--- src/rtl/uart_pkg.sv ---
// Shared UART definitions: frame width, state encodings and the parity helper.
// The transmitter uses the same encodings, so a debug bus reads the same on both sides.
package uart_pkg;

    localparam int DATA_W = 8;

    typedef enum logic [2:0] {
        ST_IDLE   = 3'b000,
        ST_START  = 3'b001,
        ST_DATA   = 3'b010,
        ST_PARITY = 3'b011,
        ST_STOP   = 3'b100
    } uart_state_e;

    // Even parity check: 1 when the data bits plus the parity bit hold an odd number of ones.
    function automatic logic parity_mismatch(input logic [DATA_W-1:0] data, input logic par);
        return (^data) ^ par;
    endfunction

endpackage

--- src/rtl/rx_sync.sv ---
// Two-flop synchronizer for the asynchronous serial line. It resets to 1 because
// the line idles high, so no false start bit is seen when reset is released.
module rx_sync (
    input  logic clk,
    input  logic rst,
    input  logic d_i,
    output logic q_o
);

    logic meta_q;
    logic sync_q;

    // Two-stage capture of the raw line into the clock domain.
    always_ff @(posedge clk) begin
        if (!rst) begin
            meta_q <= 1'b1;
            sync_q <= 1'b1;
        end else begin
            meta_q <= d_i;
            sync_q <= meta_q;
        end
    end

    assign q_o = sync_q;

endmodule

--- src/rtl/uart_rx.sv ---
// UART receiver: start, 8 data bits LSB first, optional even parity, stop.
// Bits are sampled at mid-bit, counted from the synchronized falling edge of the start bit.
//
// Handshake: rx_valid rises the cycle after the stop-bit sample and stays high until the
// consumer pulses rx_ack while rx_valid is high; rx_valid then drops on the next cycle.
// rx_ack while rx_valid is low is ignored. A new byte that completes while rx_valid is
// still high and unacknowledged replaces rx_data and sets the sticky overrun flag; if it
// completes in the same cycle as rx_ack, the new byte is taken with no overrun.
module uart_rx
    import uart_pkg::*;
#(
    parameter int CLKS_PER_BIT = 16,
    parameter bit PARITY_EN    = 1'b1
) (
    input  logic              clk,
    input  logic              rst,
    input  logic              serial_in,
    input  logic              rx_ack,
    output logic [DATA_W-1:0] rx_data,
    output logic              rx_valid,
    output logic              parity_err,
    output logic              frame_err,
    output logic              overrun,
    output logic [2:0]        state_o
);

    localparam int CNT_W = $clog2(CLKS_PER_BIT);
    localparam logic [CNT_W-1:0] CNT_LAST = CNT_W'(CLKS_PER_BIT - 1);
    localparam logic [CNT_W-1:0] CNT_HALF = CNT_W'(CLKS_PER_BIT / 2 - 1);

    uart_state_e       state_q, state_d;
    logic [CNT_W-1:0]  cnt_q, cnt_d;
    logic [2:0]        bit_q, bit_d;
    logic [DATA_W-1:0] shift_q, shift_d;
    logic              perr_q, perr_d;
    logic              prev_q;
    logic              rx_s;
    logic              tick;
    logic [CNT_W-1:0]  cnt_wrap;
    logic              load;

    logic [DATA_W-1:0] rx_data_q, rx_data_d;
    logic              rx_valid_q, rx_valid_d;
    logic              parity_err_q, parity_err_d;
    logic              frame_err_q, frame_err_d;
    logic              overrun_q, overrun_d;

    rx_sync u_sync (
        .clk (clk),
        .rst (rst),
        .d_i (serial_in),
        .q_o (rx_s)
    );

    assign tick     = (cnt_q == CNT_LAST);
    assign cnt_wrap = tick ? '0 : cnt_q + 1'b1;

    // State register, bit timing, shift register and output holding registers.
    always_ff @(posedge clk) begin
        if (!rst) begin
            state_q      <= ST_IDLE;
            cnt_q        <= '0;
            bit_q        <= '0;
            shift_q      <= '0;
            perr_q       <= 1'b0;
            prev_q       <= 1'b1;
            rx_data_q    <= '0;
            rx_valid_q   <= 1'b0;
            parity_err_q <= 1'b0;
            frame_err_q  <= 1'b0;
            overrun_q    <= 1'b0;
        end else begin
            state_q      <= state_d;
            cnt_q        <= cnt_d;
            bit_q        <= bit_d;
            shift_q      <= shift_d;
            perr_q       <= perr_d;
            prev_q       <= rx_s;
            rx_data_q    <= rx_data_d;
            rx_valid_q   <= rx_valid_d;
            parity_err_q <= parity_err_d;
            frame_err_q  <= frame_err_d;
            overrun_q    <= overrun_d;
        end
    end

    // Frame sequencing: next state, bit timing and data capture.
    always_comb begin
        state_d = state_q;
        cnt_d   = cnt_q;
        bit_d   = bit_q;
        shift_d = shift_q;
        perr_d  = perr_q;
        load    = 1'b0;
        case (state_q)
            ST_IDLE: begin
                cnt_d  = '0;
                bit_d  = '0;
                perr_d = 1'b0;
                // Only a high-to-low edge starts a frame; a line stuck low does not.
                if (prev_q && !rx_s) begin
                    state_d = ST_START;
                end
            end
            ST_START: begin
                if (cnt_q == CNT_HALF) begin
                    // Restart the counter here so later samples land at mid-bit.
                    cnt_d   = '0;
                    state_d = rx_s ? ST_IDLE : ST_DATA;
                end else begin
                    cnt_d = cnt_q + 1'b1;
                end
            end
            ST_DATA: begin
                cnt_d = cnt_wrap;
                if (tick) begin
                    shift_d = {rx_s, shift_q[DATA_W-1:1]};
                    bit_d   = bit_q + 1'b1;
                    if (bit_q == 3'd7) begin
                        state_d = PARITY_EN ? ST_PARITY : ST_STOP;
                    end
                end
            end
            ST_PARITY: begin
                cnt_d = cnt_wrap;
                if (tick) begin
                    perr_d  = parity_mismatch(shift_q, rx_s);
                    state_d = ST_STOP;
                end
            end
            ST_STOP: begin
                cnt_d = cnt_wrap;
                if (tick) begin
                    load    = 1'b1;
                    state_d = ST_IDLE;
                end
            end
            default: begin
                state_d = ST_IDLE;
                cnt_d   = '0;
            end
        endcase
    end

    // Delivery to the consumer: byte load, valid/ack handshake and sticky overrun.
    always_comb begin
        rx_data_d    = rx_data_q;
        rx_valid_d   = rx_valid_q;
        parity_err_d = parity_err_q;
        frame_err_d  = frame_err_q;
        overrun_d    = overrun_q;
        if (load) begin
            rx_data_d    = shift_q;
            parity_err_d = PARITY_EN ? perr_q : 1'b0;
            frame_err_d  = !rx_s;
            rx_valid_d   = 1'b1;
            if (rx_valid_q && !rx_ack) begin
                overrun_d = 1'b1;
            end
        end else if (rx_valid_q && rx_ack) begin
            rx_valid_d = 1'b0;
        end
    end

    assign rx_data    = rx_data_q;
    assign rx_valid   = rx_valid_q;
    assign parity_err = parity_err_q;
    assign frame_err  = frame_err_q;
    assign overrun    = overrun_q;
    assign state_o    = state_q;

endmodule
--- config.mk ---
export PLATFORM = sky130hd
export DESIGN_NAME = uart_rx
export DESIGN_NICKNAME = d
export VERILOG_FILES = /design/src/rtl/uart_pkg.sv /design/src/rtl/rx_sync.sv /design/src/rtl/uart_rx.sv
export SDC_FILE = /design/constraint.sdc
export NUM_CORES = 1
export LEC_CHECK = 0
export CAP_MARGIN = 10
export CORE_MARGIN = 8
export CORE_UTILIZATION = 40
export DETAILED_ROUTE_END_ITERATION = 8
export SLEW_MARGIN = 20
export SYNTH_ARGS = -nofsm -noshare
export SYNTH_HDL_FRONTEND = slang
export SYNTH_SLANG_ARGS = --single-unit
--- constraint.sdc ---
create_clock -name clk -period 2 [get_ports clk]
set_input_delay 0.2 -clock clk [delete_from_list [all_inputs] [get_ports clk]]
set_output_delay 0.2 -clock clk [all_outputs]
set_load 0.02 [all_outputs]
Word-level counts from Yosys, hierarchy flattened
Index checks and enable logic that the tools add are counted.

cells by class
  add/sub/neg operators = 2
  $mul = 0
  div/mod/pow operators = 0
  magnitude comparators = 0
  equal/unequal tests = 13
  shifts and indexed selects = 0
  muxes and demuxes = 19
  bitwise logic cells = 1
  reductions and logical operators = 16

operators with widths
  kind                                            number
  2-to-1 mux 3 bit                                7
  one-hot mux 3 bit (5 select lines)              1
  inequality test 2 bit (second input constant)   6
  2-to-1 mux 4 bit                                2
  one-hot mux 4 bit (2 select lines)              1
  AND reduction 2 bit                             4
  XOR reduction 8 bit                             1
  == test 3 x 2 -> 1 bit (second input constant)  2
  == test 3 bit (second input constant)           2
  one-hot mux 3 bit (2 select lines)              1
  AND reduction 6 bit                             1
  nonzero test 2 bit                              3
  2-to-1 mux 1 bit                                5
  adder 4 x 1 -> 4 bit (second input constant)    1
  == test 4 x 3 -> 1 bit (second input constant)  1
  == test 4 bit (second input constant)           1
  adder 3 x 1 -> 3 bit (second input constant)    1
  == test 3 x 1 -> 1 bit (second input constant)  1
  logical AND 1 bit                               3
  zero test 3 bit                                 1
  OR reduction 3 bit                              1
  zero test 1 bit                                 2
  2-to-1 mux 2 bit                                1
  one-hot mux 1 bit (2 select lines)              1
  XOR 1 bit                                       1

storage, ports and cells
  register bits after elaboration = 34
  bits in latches = 0
  memory bits (writable) = 0
  memory bits (read-only) = 0
  bits of input ports = 4
  output and inout bits = 15
  word-level logic and storage cells = 64
  memories = 0

Logic depth before layout (Yosys ltp)
  word-level depth = 4
  gate-level depth with buffers = 6
  gate-level depth less buffers = 5

By module
A second synthesis with hierarchy kept.

unflattened totals
  cell total of the unflattened synthesis = 156
  area, all modules = 1405.1 um^2

by module, submodules not included
  module   instances  cells each  area an instance (um^2)  sequential area each (um^2)
  uart_rx  1          152         1352.5                   640.6
  rx_sync  1          4           52.6                     40.0

Least setup slack after synthesis
OpenSTA, ideal clock, no wires.

  path type = register to register
  start point = register state_q[1], in the netlist state_o[1]
  end point = register bit_q[1]
  library setup time = 132 ps
  arrival = 1506 ps
  required time = 1868 ps
  slack = 361 ps
  cell stages (with the launch flop) = 7
  buffers on the path = 2
  clock period less this slack = 1639 ps
  cells stage by stage = dfxtp_1 -> clkbuf_1 -> nand4_1 -> or3_1 -> clkbuf_1 -> nand3_1 -> a21oi_1

between the ends
  longest elaborated chain between the ends = 3
  elaborated cells on any way between the ends = 6
  classes of those cells = eq/ne: 2; mux: 1; reduce/logical: 3

ends and longest elaborated chain
  element                                                                RTL line       RTL
  start: declaration                                                     uart_rx.sv:31  uart_state_e state_q, state_d;
  start signal: assignment                                               uart_rx.sv:73  state_q <= state_d;
  == test 3 x 2 -> 1 bit or zero test 3 bit (tied branches)              uart_rx.sv:95  case (state_q)
  inequality test 2 bit (no line) or nonzero test 2 bit (tied branches)  --
  AND reduction 2 bit (no line)                                          --
  end signal: assignment                                                 uart_rx.sv:75  bit_q <= bit_d;
  end: declaration                                                       uart_rx.sv:33  logic [2:0] bit_q, bit_d;

Several ways; a longest one is shown, not always the timed one.
A chain may end at the register's enable or synchronous reset.

Final worst setup path
  start point = register state_q[1], in the netlist state_o[1]
  end point = output port state_o[1]

RTL lines
  element           RTL line       RTL
  end: declaration  uart_rx.sv:24  output logic [2:0] state_o

No word-level cell between the ends.

==> summary.md <==
| Metric | Value |
|---|---|
| Number of global-route vias before repair | 1152 |
| Synth cell types | 33 |
| Clock Tree Buf Depth | 2 |
| 1st-pass router iterations | 4 |
| 1st-iter DRT viols | 122 |
| Post-Synthesis Cells | 162 |
| Setup Viol. Count Final | 0 |
| Post-layout util | 50.3% |
| # IOs | 19 |
| DR DRC count | 0 |
| Post-DP HPWL | 2.05 mm |
| Most common cell after layout, fill and taps aside | nand2_1 |
| Skew-Pair Late Insertion Delay | 340 ps |
| I/O Buffers | 18 |
| Post-DP Area | 1630 sq um |
| H-tree depth | 2 |
| Seq/Total Area, Yosys | 48.6% |
| Post-route ant nets | 0 |
| Largest net degree at the start of global routing | 18 |
| First-pass GRT wire length | 5.11 mm |
| Synthesized net count | 169 |
| Worst Tran Pin Value | 423 ps |
| WL/cell | 13.3 um |
| Pwr Density | 662 nW/um^2 |
| Leakage Power | 0.000606 uW |
| Synth warn | 0 |
| Mean Syn Cell Area | 8.64 sq um |
| Die Span Y | 75.2 um |
| Hold-fix buffers, CTS | 0 |
| TritonCTS clock tree | yes |
| Via count | 1156 |
| Hold Slack | 424 ps |
| Root buf cell | clkbuf_4 |
| Crit path arrival time | 1550 ps |
| Crit path buffers/inverters | 1 |
| Synth Cell Area | 1400 sq um |
| Starting Density | 41.6% |
| GRT Residual Overflow | 0 |
| Routed wire length | 3.05 mm |
| Die area | 5650 sq um |
| Area grow syn2layout | 20.9% |
| Diode count | 0 |
| Final Power | 1120 uW |
| Crit-path max cell delay | 670 ps |
| Top delay family on crit path | buffers and inverters |
| Fin crit period | 1750 ps |
| GRT Total Usage | 11.8% |
| CP max FO | 10 |
| Routability cong. | 0.833 |
| Crit Path Category | flip-flop to output pin |
| Fmax | 573 MHz |
| CP Data Required Time | 1800 ps |
| Most frequent cells in the layout | nand2_1 (40), dfxtp_1 (34), clkdlybuf4s50_1 (18) |
| Slew headroom | 71.8% |
| RSZ-0062 raised after global routing | false |
| Setup bufs post-CTS | 0 |
| Die boundary width | 75.2 um |
| CP Launch Type | flip-flop |
| Design area | 1690 sq um |
| Vias per cell | 5.05 |
| Post-CTS Resized | 0 |
| Clock buffer count from CTS | 5 |
| Antenna violations before repair | 0 |
| Core area | 3360 sq um |
| Status | finished, final reports clean |
| Cell row count | 21 |
| Crit-path cells | clkdlybuf4s50_1 |
| Final slew viol count | 0 |
| Final Hold Violating Endpoints | 0 |
| Clock Sinks | 34 |
| Max cap viols | 0 |
| Setup Skew | 9.78 ps |
| Layout net count | 189 |
| Worst min path class | flip-flop to flip-flop |
| TNS Setup | 0 ps |
| Worst-path clk slew | 100 ps |
| Slowest cell on the critical path | clkdlybuf4s50_1 |
| Share of cells above drive strength 1 | 6.01% |
| #FFs+latches synth | 34 |
| Crit. End Element | output pin |
| Peak VDD IR | 397 uV |
| Tcrit/Tclk final | 87.3% |
[Yosys cell counts (all sizes together)]
library cell | count | area share (%)
a31oi | 1 | 0.45
nor3 | 1 | 0.36
nand2b | 5 | 2.2
a21oi | 15 | 5.4
and4 | 2 | 1.3
inv | 1 | 0.27
xnor2 | 5 | 3.1
nor4 | 3 | 1.3
nand3 | 5 | 1.8
nand4 | 1 | 0.45
nand4b | 1 | 0.63
nor2 | 5 | 1.3
o21ai | 3 | 1.1
and3 | 2 | 0.89
xnor3 | 1 | 1.6
o21a | 4 | 2.1
or3 | 2 | 0.89
nand2 | 40 | 11
nor2b | 1 | 0.45
xor2 | 3 | 1.9
ha | 3 | 2.7
a21boi | 6 | 3.2
o211a | 1 | 0.71
clkinv | 1 | 0.27
o31ai | 1 | 0.54
buf | 1 | 0.36
clkbuf | 8 | 2.1
dfxtp | 34 | 49
or3b | 1 | 0.63
nor3b | 2 | 1.1
and2 | 1 | 0.45
nand3b | 1 | 0.54
or4 | 1 | 0.54
[worst paths after layout]
check / from / endpoint / slack [ps] / depth (start not counted)
hold reg to reg: u_sync.meta_q$_SDFF_PN1_ / u_sync.q_o$_SDFF_PN1_ / 420 / 1
setup reg to reg: cnt_q[0]$_SDFF_PN0_ / perr_q$_SDFFE_PN0P_ / 260 / 5
setup / recovery: state_o[1]$_SDFFE_PN0P_ / state_o[1] / 250 / 1
hold / removal: u_sync.meta_q$_SDFF_PN1_ / u_sync.q_o$_SDFF_PN1_ / 420 / 1
[metal layers]
layer  global-route usage [%]  wire length [um]
met1                     13.2              1470
met2                     19.3              1350
met3                     4.13               164
met4                     6.18                65
met5                        0                 0
[power by group]
group,internal [uW],switching (uW),total (uW)
Combinational,18.3,19.4,37.7
Sequential,680,4.19,684
Clock,170,228,398
Total,869,251,1120
[sequential cells by signal (all words and copies together), names as in the netlist]
| signal | cells |
|---|---|
| u_sync.meta_q | 1 |
| perr_q | 1 |
| rx_data | 8 |
| state_o | 3 |
| u_sync.q_o | 1 |
| bit_q | 3 |
| cnt_q | 4 |
| shift_q | 8 |
| frame_err | 1 |
| overrun | 1 |
| prev_q | 1 |
| rx_valid | 1 |
| parity_err | 1 |
[cell families after synthesis]
group	Yosys count	synth area share [%]
flops	34	48.6
compound gates	31	13.5
buf+inv	11	3.04
xor+xnor	9	6.61
fa+ha+maj	3	2.68
simple gates	74	25.6
[area by class of cell]
class | count | area [sq um]
Clock inverter | 1 | 5.00
Sequential cell | 34 | 681
Clock buffer | 7 | 55.1
Timing Repair Buffer | 22 | 210
Multi-Input combinational cell | 117 | 677
Fill cell | 343 | 1670
Tap cell | 46 | 57.6
Inverter | 2 | 7.51
[stage by stage]
| stage | setup WS, ps | instances |
|---|---|---|
| after global routing | 114 | 229 |
| after CTS | 267 | 229 |
| final | 254 | 229 |
| after floorplan | 361 | 162 |
| after detailed placement | 317 | 221 |
| after global placement | 390 | 221 |
(Power assumes the default switching activity.)
